<file path="src/rtl/i2s_adc_ctrl.sv">
// ---------------------------------------------------------------------------
// i2s_adc_ctrl
//   I2S master controller for a stereo ADC. Derives bclk/lrclk from clk_i,
//   deserialises sdata_i into left/right samples, and presents finished
//   frames to the mixer through a valid/ack handshake. Frames that land on
//   an unacknowledged predecessor overwrite it and set a sticky overrun flag.
//
// Ports
//   clk_i          system clock (the only clock)
//   rst_n_i        asynchronous active-low reset
//   en_i           run enable; low parks the clock generator and drops any
//                  partial frame, but keeps the last outputs and handshake
//   sdata_i        ADC serial data, sampled on bclk rising edges
//   sample_ack_i   consumer acknowledge for sample_valid_o
//   ovr_clr_i      clears overrun_o (a simultaneous new overrun wins)
//   bclk_o         bit clock, registered
//   lrclk_o        word select, registered; 0 = left slot, 1 = right slot
//   left_chan_o    last completed left sample, MSB-first two's complement
//   right_chan_o   last completed right sample
//   sample_valid_o a completed frame is pending
//   overrun_o      sticky: a frame completed while one was still pending
// ---------------------------------------------------------------------------
module i2s_adc_ctrl #(
    parameter int AUDIO_DW  = 16,
    parameter int SLOT_BITS = 32,
    parameter int DIV       = 4
) (
    input  logic                clk_i,
    input  logic                rst_n_i,
    input  logic                en_i,
    input  logic                sdata_i,
    input  logic                sample_ack_i,
    input  logic                ovr_clr_i,
    output logic                bclk_o,
    output logic                lrclk_o,
    output logic [AUDIO_DW-1:0] left_chan_o,
    output logic [AUDIO_DW-1:0] right_chan_o,
    output logic                sample_valid_o,
    output logic                overrun_o
);

    localparam int HW = (DIV > 1) ? $clog2(DIV) : 1;
    localparam int BW = $clog2(2 * SLOT_BITS);

    localparam logic [HW-1:0] HCNT_MAX = HW'(DIV - 1);
    localparam logic [BW-1:0] BIT_MAX  = BW'(2 * SLOT_BITS - 1);
    localparam logic [BW-1:0] SLOT     = BW'(SLOT_BITS);
    localparam logic [BW-1:0] POS_LAST = BW'(AUDIO_DW);

    logic [HW-1:0]       hcnt_q,   hcnt_d;
    logic                bclk_q,   bclk_d;
    logic [BW-1:0]       bitcnt_q, bitcnt_d;
    logic                lrclk_q,  lrclk_d;
    logic [AUDIO_DW-1:0] sh_l_q,   sh_l_d;
    logic [AUDIO_DW-1:0] sh_r_q,   sh_r_d;
    logic [AUDIO_DW-1:0] left_q,   left_d;
    logic [AUDIO_DW-1:0] right_q,  right_d;
    logic                valid_q,  valid_d;
    logic                ovr_q,    ovr_d;

    logic                tick, rise_evt, fall_evt, cap, frame_done;
    logic [BW-1:0]       pos;
    logic [AUDIO_DW-1:0] sh_l_next, sh_r_next;

    // bclk toggles when the half-period divider wraps; the direction of the
    // toggle tells us whether this edge is a rise or a fall event.
    assign tick     = en_i && (hcnt_q == HCNT_MAX);
    assign rise_evt = tick && !bclk_q;
    assign fall_evt = tick &&  bclk_q;

    // lrclk_q always equals (bitcnt_q >= SLOT_BITS), so it selects the slot.
    assign pos = lrclk_q ? (bitcnt_q - SLOT) : bitcnt_q;

    // pos 0 is the I2S one-bit delay; only pos 1..AUDIO_DW carry sample data.
    assign cap        = rise_evt && (pos != '0) && (pos <= POS_LAST);
    assign frame_done = rise_evt && lrclk_q && (pos == POS_LAST);

    assign sh_l_next = (sh_l_q << 1) | AUDIO_DW'(sdata_i);
    assign sh_r_next = (sh_r_q << 1) | AUDIO_DW'(sdata_i);

    always_comb begin
        hcnt_d   = hcnt_q;
        bclk_d   = bclk_q;
        bitcnt_d = bitcnt_q;
        lrclk_d  = lrclk_q;
        sh_l_d   = sh_l_q;
        sh_r_d   = sh_r_q;
        left_d   = left_q;
        right_d  = right_q;
        valid_d  = valid_q;
        ovr_d    = ovr_q;

        if (!en_i) begin
            // Park so a later enable restarts cleanly at bitcnt 0, bclk 0.
            hcnt_d   = '0;
            bclk_d   = 1'b0;
            bitcnt_d = '0;
            lrclk_d  = 1'b0;
            sh_l_d   = '0;
            sh_r_d   = '0;
        end else begin
            hcnt_d = tick ? '0 : hcnt_q + 1'b1;
            if (tick) begin
                bclk_d = ~bclk_q;
            end
            if (fall_evt) begin
                bitcnt_d = (bitcnt_q == BIT_MAX) ? '0 : bitcnt_q + 1'b1;
                lrclk_d  = (bitcnt_d >= SLOT);
            end
            if (cap) begin
                if (lrclk_q) begin
                    sh_r_d = sh_r_next;
                end else begin
                    sh_l_d = sh_l_next;
                end
            end
        end

        // Handshake keeps working while disabled.
        if (valid_q && sample_ack_i) begin
            valid_d = 1'b0;
        end
        // A completing frame re-asserts valid even if acked on this edge.
        if (frame_done) begin
            left_d  = sh_l_q;
            right_d = sh_r_next;
            valid_d = 1'b1;
        end

        if (ovr_clr_i) begin
            ovr_d = 1'b0;
        end
        if (frame_done && valid_q && !sample_ack_i) begin
            ovr_d = 1'b1;
        end
    end

    always_ff @(posedge clk_i or negedge rst_n_i) begin
        if (!rst_n_i) begin
            hcnt_q   <= '0;
            bclk_q   <= 1'b0;
            bitcnt_q <= '0;
            lrclk_q  <= 1'b0;
            sh_l_q   <= '0;
            sh_r_q   <= '0;
            left_q   <= '0;
            right_q  <= '0;
            valid_q  <= 1'b0;
            ovr_q    <= 1'b0;
        end else begin
            hcnt_q   <= hcnt_d;
            bclk_q   <= bclk_d;
            bitcnt_q <= bitcnt_d;
            lrclk_q  <= lrclk_d;
            sh_l_q   <= sh_l_d;
            sh_r_q   <= sh_r_d;
            left_q   <= left_d;
            right_q  <= right_d;
            valid_q  <= valid_d;
            ovr_q    <= ovr_d;
        end
    end

    assign bclk_o         = bclk_q;
    assign lrclk_o        = lrclk_q;
    assign left_chan_o    = left_q;
    assign right_chan_o   = right_q;
    assign sample_valid_o = valid_q;
    assign overrun_o      = ovr_q;

endmodule

</file>
<file path="config.mk">
export PLATFORM = sky130hd
export DESIGN_NAME = i2s_adc_ctrl
export DESIGN_NICKNAME = d
export VERILOG_FILES = /design/src/rtl/i2s_adc_ctrl.sv
export SDC_FILE = /design/constraint.sdc
export NUM_CORES = 1
export LEC_CHECK = 0
export ABC_AREA = 1
export CORE_MARGIN = 2
export CORE_UTILIZATION = 59
export DETAILED_ROUTE_END_ITERATION = 16
export MAX_ROUTING_LAYER = met4
export PLACE_DENSITY_LB_ADDON = 0.25
export SKIP_LAST_GASP = 1
export SLEW_MARGIN = 25
export SYNTH_ARGS = -nofsm -noshare
export SYNTH_HDL_FRONTEND = slang
export SYNTH_SLANG_ARGS = --single-unit
</file>
<file path="constraint.sdc">
create_clock -name clk_i -period 3.4 [get_ports clk_i]
set_input_delay 0.51 -clock clk_i [delete_from_list [all_inputs] [get_ports clk_i]]
set_output_delay 0.51 -clock clk_i [all_outputs]
set_load 0.03 [all_outputs]
</file>
==> results of run 1 <==
cell type report:
type	count	area (um2)	area share (%)
well taps	70	87.6	2.34
clock inverters	2	12.5	0.335
inverters	19	71.3	1.91
repair buffers	44	428	11.4
clock buffers	13	149	3.98
multi-input cells	244	1110	29.8
flip-flops and latches	75	1880	50.2
critical path, stage by stage, from the launching register on:
cell,delay [ns]
dfrtp_1,0.40
inv_1,0.11
ha_1,0.18
nand3_1,0.13
inv_2,0.45
nand2_2,0.51
o21ai_0,0.29
routing by layer:
metal	vias up	routed length [um]
li1	1241	-
met1	1210	2790
met2	112	2900
met3	8	410
met4	0	81
met5	-	0
logic make-up (layout without fill, tap and decap cells):
family                   after synthesis  in the layout  synth area share [%]
AO/OA/AOI/OAI                         10             10                  1.64
buffers and inverters                 41             78                  6.57
AND/OR/NAND/NOR                      230            230                  31.7
XOR/XNOR                               1              1                 0.274
flip-flops                            75             75                  58.6
adder cells (fa/ha/maj)                3              3                  1.17
synthesized netlist by cell type, drive strengths merged:
cell    instances
nand2         122
nand3          94
dfrtp          75
buf            19
inv            19
nor2            8
nand4           6
o21ai           5
a21oi           4
clkbuf          3
ha              3
o21bai          1
xor2            1
flip-flops by register name, summed over array words and instances, names as in the netlist:
| name | cells |
|---|---|
| bclk_o | 1 |
| sh_l_q | 16 |
| bitcnt_q | 6 |
| hcnt_q | 2 |
| lrclk_o | 1 |
| left_chan_o | 16 |
| overrun_o | 1 |
| sh_r_q | 15 |
| right_chan_o | 16 |
| sample_valid_o | 1 |
power by group through the flow:
stage               Combinational (mW)  Sequential, mW  Clock (mW)
floorplan                       0.0193           0.915           0
global placement                0.0478           0.914           0
detailed placement              0.0484           0.914           0
CTS                             0.0482           0.897       0.588
global route                    0.0541           0.897       0.634
finish                          0.0472           0.897       0.579
worst min path at each step:
| stage | startpoint | end | slack (ns) |
|---|---|---|---|
| finish | rst_n_i | right_chan_o[5] | 0.08 |
| global route | rst_n_i | right_chan_o[8] | 0.10 |
| CTS | rst_n_i | right_chan_o[5] | 0.08 |
| detailed placement | hcnt_q[0] | hcnt_q[0] | 0.43 |
| global placement | hcnt_q[0] | hcnt_q[0] | 0.42 |
| floorplan | rst_n_i | bclk_o | 0.21 |
cell usage in the layout, fill, tap and decap left out:
master           synthesis  final
clkbuf_1                 3      3
nor2_4                   1      1
nand2_2                  5      5
nand3_1                 94     94
clkdlybuf4s50_1          0     40
nand2_1                117    117
o21ai_1                  1      1
clkinvlp_4               0      1
nor2_1                   7      7
buf_2                   12      1
dfrtp_1                 75     75
o21bai_1                 1      1
clkinv_2                 0      1
clkbuf_8                 0     10
inv_2                    3      3
nand4_1                  6      6
inv_1                   16     16
ha_1                     3      3
o21ai_0                  4      4
a21oi_1                  4      4
xor2_1                   1      1
buf_4                    1      3
==> flow_metrics.tcl, run 1 <==
set metrics [dict create \
    core-area_mm2 0.00517 \
    gp_routability_congestion 0.860 \
    setup-tns-final_ns 0 \
    postSynthAreaPerCell_um2 8.89 \
    r2r-end "overrun_o" \
    grt_max_degree 58 \
    dpl_worst_slack_ns 0.933 \
    grt_use_met2_pct 35.7 \
    nets 402 \
    postCtsSetupBuffers 0 \
    dp_hpwl_um 3880 \
    rr_worst_depth 6 \
    hold_ws_ns 0.0775 \
    syn_to_final_growth_pct 16.8 \
    cts_tree "yes" \
    final.min_clock_period_ns 2.17 \
    firstDrtPassIters 5 \
    crit_arrival_ns 2.42 \
    vdd_ir_drop_max_uv 252 \
    syn_inst 360 \
    reg2reg_slack_ns 1.23 \
    dieHeight_um 77.7 \
    seq_power_share_pct 58.9 \
    drv_slew 0 \
    drive_gt1_share_pct 6.30 \
    power_mw 1.52 \
    wire_per_inst_um 13.2 \
    syn-num-nets 369 \
    yosys_warnings 0 \
    period_share_pct 63.8 \
    drtIter0Drc 324 \
    p_switching_mw 0.336 \
    power.density_mw_per_mm2 407 \
    design.portCount 42 \
    clk_latency_ns 0.34 \
    critPathKind "flop to flop" \
    grt-busiest-layer "met2" \
    final.fill_count 372 \
    htreeDepth 3 \
    power_leakage_nw 1.98 \
    fp-row-count 26 \
    path_max_fanout 34 \
    port_buffers 41 \
    grt_pass1_vias 2382 \
    internal-power_mw 1.19 \
    ctsLongestPathBuffers 2 \
    totalWireLength_um 6180 \
    stdcell_count 467 \
    status "finished, final reports clean" \
    worstHoldPathType "input pin to async pin" \
    grt_overflow 0 \
    use_met1_pct 32.2 \
    worstPathRequired_ns 3.65 \
    antenna_found_initial 0 \
    vias 2571 \
    cts-root-buf "clkbuf_8" \
    relSlewSlack_pct 53.4 \
    synth-seq-area-share_pct 58.6 \
    power.share.combinational_pct 3.1 \
    ant_nets 0 \
    synth_area_leaders "dfrtp_1, nand3_1, nand2_1" \
    clock_skew_ns 0.00953 \
    start_kind "flop" \
    setup_slack_ns 1.23 \
    cap_violations 0 \
    timing.fmax_mhz 461 \
    ctsHoldBuffers 0 \
    r2r_start "bitcnt_q[0]" \
    switching_share_pct 22.1 \
    numCtsBuffers 9 \
    ctsResizeCount 0 \
    die-area_mm2 0.00603 \
    cts.reportedPaths.clkPinSlew_ns 0.07 \
    viasPerCell 5.51 \
    cp-startpoint "bitcnt_q[0]" \
    final_area_mm2 0.00374 \
    ys_seq_elements 75 \
    post-route-drc-count 0 \
    tightest_slew_ns 0.699 \
    synth_largest_area_cell "dfrtp_1" \
    cp-end-kind "flop" \
    dpl-instance-area_mm2 0.00358 \
    antenna_cells 0 \
    finalHoldViolations 0 \
    start_util_pct 61.9 \
    synth_area_mm2 0.00320 \
    die_w_um 77.7 \
    rsz0062_at_grt "no" \
    yosysTopAreaCellShare_pct 58.6 \
    setup_viol 0 \
    synthDistinctLibCells 20 \
    final_util_pct 72.3 \
    grt_pass1_wl_um 11000 \
    clock-sinks 75 \
    dp.cells 452 \
    critPathCapture "overrun_o" \
    track_usage_pct 23.7 \
    use_met3_pct 3.84 \
    pwr-share-clk_pct 38.0 \
]
No activity file was read; power rests on OpenSTA's default activity.
==> run 2, diff against run 1 <==
--- a/config.mk
+++ b/config.mk
@@ -7,7 +7,7 @@
 export LEC_CHECK = 0
 export ABC_AREA = 1
 export CORE_MARGIN = 2
-export CORE_UTILIZATION = 59
+export CORE_UTILIZATION = 54
 export DETAILED_ROUTE_END_ITERATION = 16
 export MAX_ROUTING_LAYER = met4
 export PLACE_DENSITY_LB_ADDON = 0.25
==> constraint.sdc (replaced) <==
create_clock -name clk_i -period 2.2 [get_ports clk_i]
set_input_delay 0.33 -clock clk_i [delete_from_list [all_inputs] [get_ports clk_i]]
set_output_delay 0.33 -clock clk_i [all_outputs]
set_load 0.03 [all_outputs]
==> flow_metrics.tcl, run 2 (synthesized netlist as in run 1, its figures left out) <==
set metrics [dict create \
    status "finished, violations left" \
    violations "negative hold slack" \
    worstHoldPathType "input pin to async pin" \
    grt_overflow 0 \
    cp-end-kind "primary output" \
    core-area_mm2 0.00582 \
    switching_share_pct 20.9 \
    path_max_fanout 3 \
    internal-power_mw 2.05 \
    critPathKind "flop to primary output" \
    design.portCount 42 \
    drv_slew 0 \
    setup_viol 0 \
    cap_violations 0 \
    antenna_found_initial 0 \
    critPathSlowestCell "clkdlybuf4s50_1" \
    ctsLongestPathBuffers 2 \
    setup-tns-final_ns 0 \
    ctsHoldBuffers 0 \
    port_buffers 41 \
    syn_to_final_growth_pct 20.1 \
    wire_per_inst_um 13.3 \
    vdd_ir_drop_max_uv 351 \
    worstPathRequired_ns 1.87 \
    firstDrtPassIters 4 \
    dp_hpwl_um 3830 \
    tightest_slew_ns 0.605 \
    crit_arrival_ns 1.45 \
    p_switching_mw 0.541 \
    dpl-instance-area_mm2 0.00363 \
    totalWireLength_um 6310 \
    crit_chain "clkdlybuf4s50_1" \
    cts.reportedPaths.clkPinSlew_ns 0.07 \
    crit_buf_inv 1 \
    power.density_mw_per_mm2 673 \
    power_leakage_nw 2.04 \
    final.min_clock_period_ns 1.78 \
    viasPerCell 5.31 \
    numCtsBuffers 9 \
    final.fill_count 491 \
    power.share.combinational_pct 3.0 \
    track_usage_pct 21.9 \
    final_cell_mix "nand2_1, nand3_1, dfrtp_1" \
    start_util_pct 55.1 \
    die_w_um 81 \
    finalHoldViolations 4 \
    grt_pass1_wl_um 10600 \
    fp-row-count 28 \
    clock-sinks 75 \
    start_kind "flop" \
    ant_nets 0 \
    final_area_mm2 0.00384 \
    dieHeight_um 81 \
    die-area_mm2 0.00656 \
    pwr-share-clk_pct 43.4 \
    seq_power_share_pct 53.5 \
    htreeDepth 3 \
    nets 405 \
    final_util_pct 66.1 \
    timing.fmax_mhz 562 \
    vias 2523 \
    drive_gt1_share_pct 7.50 \
    grt_pass1_vias 2306 \
    final_common_cell "nand2_1" \
    cts-root-buf "clkbuf_8" \
    postCtsSetupBuffers 0 \
    cts_tree "yes" \
    cp_top_family "buffers and inverters" \
    hold_ws_ns -0.00383 \
    relSlewSlack_pct 59.5 \
    clock_skew_ns 0.00448 \
    clk_latency_ns 0.35 \
    gp_routability_congestion 0.837 \
    period_share_pct 80.9 \
    ctsResizeCount 0 \
    drtIter0Drc 288 \
    grt_max_degree 76 \
    rsz0062_at_grt "no" \
    post-route-drc-count 0 \
    antenna_cells 0 \
    slowest_delay_ns 0.70 \
]
run 2: cell count changes in the layout (fill, tap and decap cells not counted), sizes merged:
cell / previous run / this run
buf: 4 / 7
bufinv: 0 / 1
clkbuf: 13 / 14
clkinv: 1 / 0
clkinvlp: 1 / 0
run 2: power groups by stage:
stage	logic (mW)	registers (mW)	clock network (mW)
finish	0.0786	1.39	1.12
global route	0.0898	1.38	1.20
CTS	0.0806	1.38	1.14
detailed placement	0.0804	1.41	0
global placement	0.0794	1.41	0
floorplan	0.0298	1.41	0
run 2: path summary, 6_finish.rpt:
| check | start | to | depth (start not counted) | slack, ns |
|---|---|---|---|---|
| hold / removal | rst_n_i | right_chan_o[6] | 2 | -0.004 |
| max in group asynchronous | rst_n_i | left_chan_o[5] | 2 | 1.89 |
| setup reg to reg | bitcnt_q[0] | sh_l_q[8] | 7 | 0.49 |
| min in group clk_i | hcnt_q[0] | hcnt_q[0] | 1 | 0.43 |
| setup / recovery | bclk_o | bclk_o | 1 | 0.42 |
| hold reg to reg | hcnt_q[0] | hcnt_q[0] | 1 | 0.43 |
run 2: routing by layer:
layer  vias to the layer above  track usage [%]  wire [um]
met5                         -                -          0
met4                         0             8.81        105
met3                        11             4.67        295
met2                        66             32.1       2880
met1                      1204             30.1       3030
li1                       1242                -          -
run 2: cell type report:
| type | instances | area [um2] | share of cell area [%] |
|---|---|---|---|
| Multi-Input combinational cell | 244 | 1110 | 29.0 |
| Clock inverter | 1 | 30.0 | 0.781 |
| Inverter | 19 | 71.3 | 1.85 |
| Sequential cell | 75 | 1880 | 48.8 |
| Timing Repair Buffer | 47 | 475 | 12.4 |
| Tap cell | 75 | 93.8 | 2.44 |
| Clock buffer | 14 | 183 | 4.75 |
run 2: stage by stage:
| step | power (mW) | setup WS, ns | instances |
|---|---|---|---|
| after floorplan | 1.44 | 0.858 | 360 |
| after global placement | 1.49 | 0.274 | 460 |
| final | 2.59 | 0.421 | 475 |
| after global routing | 2.68 | 0.310 | 475 |
| after CTS | 2.61 | 0.406 | 475 |
| after detailed placement | 1.49 | 0.235 | 460 |
run 2: worst register-to-register path, delay by kind of cell, from the launching register on:
kind	cells	cell delay [ns]
DFF	1	0.40
adders and majority gates	1	0.18
buffers and inverters	1	0.10
and+or+nand+nor	5	0.92
==> run 3, diff against run 2 <==
==> constraint.sdc (replaced) <==
create_clock -name clk_i -period 1.7 [get_ports clk_i]
set_input_delay 0.255 -clock clk_i [delete_from_list [all_inputs] [get_ports clk_i]]
set_output_delay 0.255 -clock clk_i [all_outputs]
set_load 0.03 [all_outputs]
==> flow_metrics.tcl, run 3 (synthesized netlist as in run 1, its figures left out) <==
set metrics [dict create \
    start_kind "flop" \
    crit_buf_inv 1 \
    reg2reg_slack_ns 0.24 \
    ff_latch_area_mm2 0.00188 \
    fp-row-count 28 \
    grt_pass1_wl_um 10800 \
    timing.fmax_mhz 607 \
    status "finished, final reports clean" \
    period_share_pct 96.9 \
    drtIter0Drc 220 \
    clock_skew_ns 0.00540 \
    cp-end-kind "primary output" \
    critPathCapture "right_chan_o[11]" \
    cp_top_family "buffers and inverters" \
    clk_latency_ns 0.35 \
    critPathKind "flop to primary output" \
    ctsLongestPathBuffers 2 \
    dieHeight_um 81 \
    rr_worst_depth 7 \
    cts_tree "yes" \
    firstDrtPassIters 5 \
    final_cell_mix "nand2_1, nand3_1, dfrtp_1" \
    worstHoldPathType "input pin to async pin" \
    clock-sinks 75 \
    vdd_ir_drop_max_uv 433 \
    path_max_fanout 2 \
    cts.reportedPaths.clkPinSlew_ns 0.08 \
    track_usage_pct 22.2 \
    cap_violations 0 \
    die_w_um 81 \
    vias 2566 \
    power.density_mw_per_mm2 831 \
    crit_arrival_ns 1.39 \
    totalWireLength_um 6270 \
    htreeDepth 3 \
    grt_overflow 0 \
    r2r_start "bitcnt_q[0]" \
    worstPathRequired_ns 1.44 \
    viasPerCell 5.32 \
    nets 411 \
    core-area_mm2 0.00582 \
    numCtsBuffers 9 \
    design.portCount 42 \
    wire_per_inst_um 13.0 \
    drive_gt1_share_pct 8.60 \
    port_buffers 41 \
    start_util_pct 55.1 \
    rsz0062_at_grt "no" \
    grt_max_degree 49 \
    gp_routability_congestion 0.815 \
    syn_to_final_growth_pct 22.3 \
    multi_input_area_mm2 0.00111 \
    critical_path_depth 1 \
    final.fill_count 486 \
    grt_pass1_vias 2434 \
    r2r-end "sh_r_q[7]" \
    slowest_delay_ns 0.69 \
    die-area_mm2 0.00656 \
    cp-startpoint "right_chan_o[11]" \
    drv_slew 0 \
    post-route-drc-count 0 \
    critPathSlowestCell "clkdlybuf4s50_1" \
    power_leakage_nw 2.11 \
    antenna_cells 0 \
    cts-root-buf "clkbuf_8" \
    dpl_worst_slack_ns -0.0315 \
    power_mw 3.26 \
    final.min_clock_period_ns 1.65 \
    tightest_slew_ns 0.406 \
    dp_hpwl_um 4000 \
    ant_nets 0 \
    relSlewSlack_pct 72.7 \
    final_common_cell "nand2_1" \
    crit_chain "clkdlybuf4s50_1" \
    setup_viol 0 \
    finalHoldViolations 0 \
    antenna_found_initial 0 \
    setup_slack_ns 0.0527 \
]
==> run 3: changes by cell type in the layout (fill, tap and decap cells not counted), sizes merged <==
cell | previous run | this run
buf | 7 | 12
clkbuf | 14 | 12
clkdlybuf4s50 | 40 | 37
clkinv | 0 | 1
clkinvlp | 0 | 2
dlygate4sd2 | 0 | 1
dlygate4sd3 | 0 | 1
dlymetal6s2s | 0 | 2
==> run 3: cell type report <==
class | count | share of cell area, %
Timing Repair Buffer | 53 | 14.4
Multi-Input combinational cell | 244 | 28.5
Tap cell | 75 | 2.40
Clock buffer | 12 | 3.71
Inverter | 19 | 1.82
Sequential cell | 75 | 47.9
Clock inverter | 4 | 1.28
==> run 3: per-layer routing <==
metal	GRT usage, %	vias up	part of all wire (%)
met3	4.11	11	5.0
met5	-	-	0
met2	33.7	71	48
met1	28.7	1228	45
li1	-	1256	-
met4	11.2	0	1.8
==> run 3: repair_timing <==
action | CTS | global route
hold buffers | 1 | 0
buffers inserted | 0 | 0
hold endpoints to repair | 75 | 0
endpoints found under the setup margin | 1 | 2
resized for setup | 1 | 2
==> run 3: stage by stage <==
step	instance area (um2)	utilization [%]	hold slack, ns	setup TNS, ns	cells
floorplan	3200	-	-0.0406	0	360
global placement	3710	63.7	0.265	0	465
detailed placement	3710	63.7	0.258	-0.257	465
CTS	3910	67.3	0.423	0	482
global route	3920	67.3	0.435	0	482
finish	3920	67.3	0.423	0	482
==> run 3: how the worst min path moves through the flow <==
stage | depth (start not counted) | startpoint | end
6_report | 3 | rst_n_i | sh_l_q[15]
5_1_grt | 3 | rst_n_i | right_chan_o[6]
4_1_cts | 3 | rst_n_i | right_chan_o[6]
3_5_place_dp | 2 | rst_n_i | right_chan_o[6]
3_3_place_gp | 2 | rst_n_i | right_chan_o[6]
2_1_floorplan | 0 | rst_n_i | bclk_o
==> run 3: report_power, final <==
part | switching, mW | total, mW | internal, mW
Clock | 0.635 | 1.35 | 0.717
Combinational | 0.0760 | 0.112 | 0.0358
Sequential | 0.00346 | 1.79 | 1.79
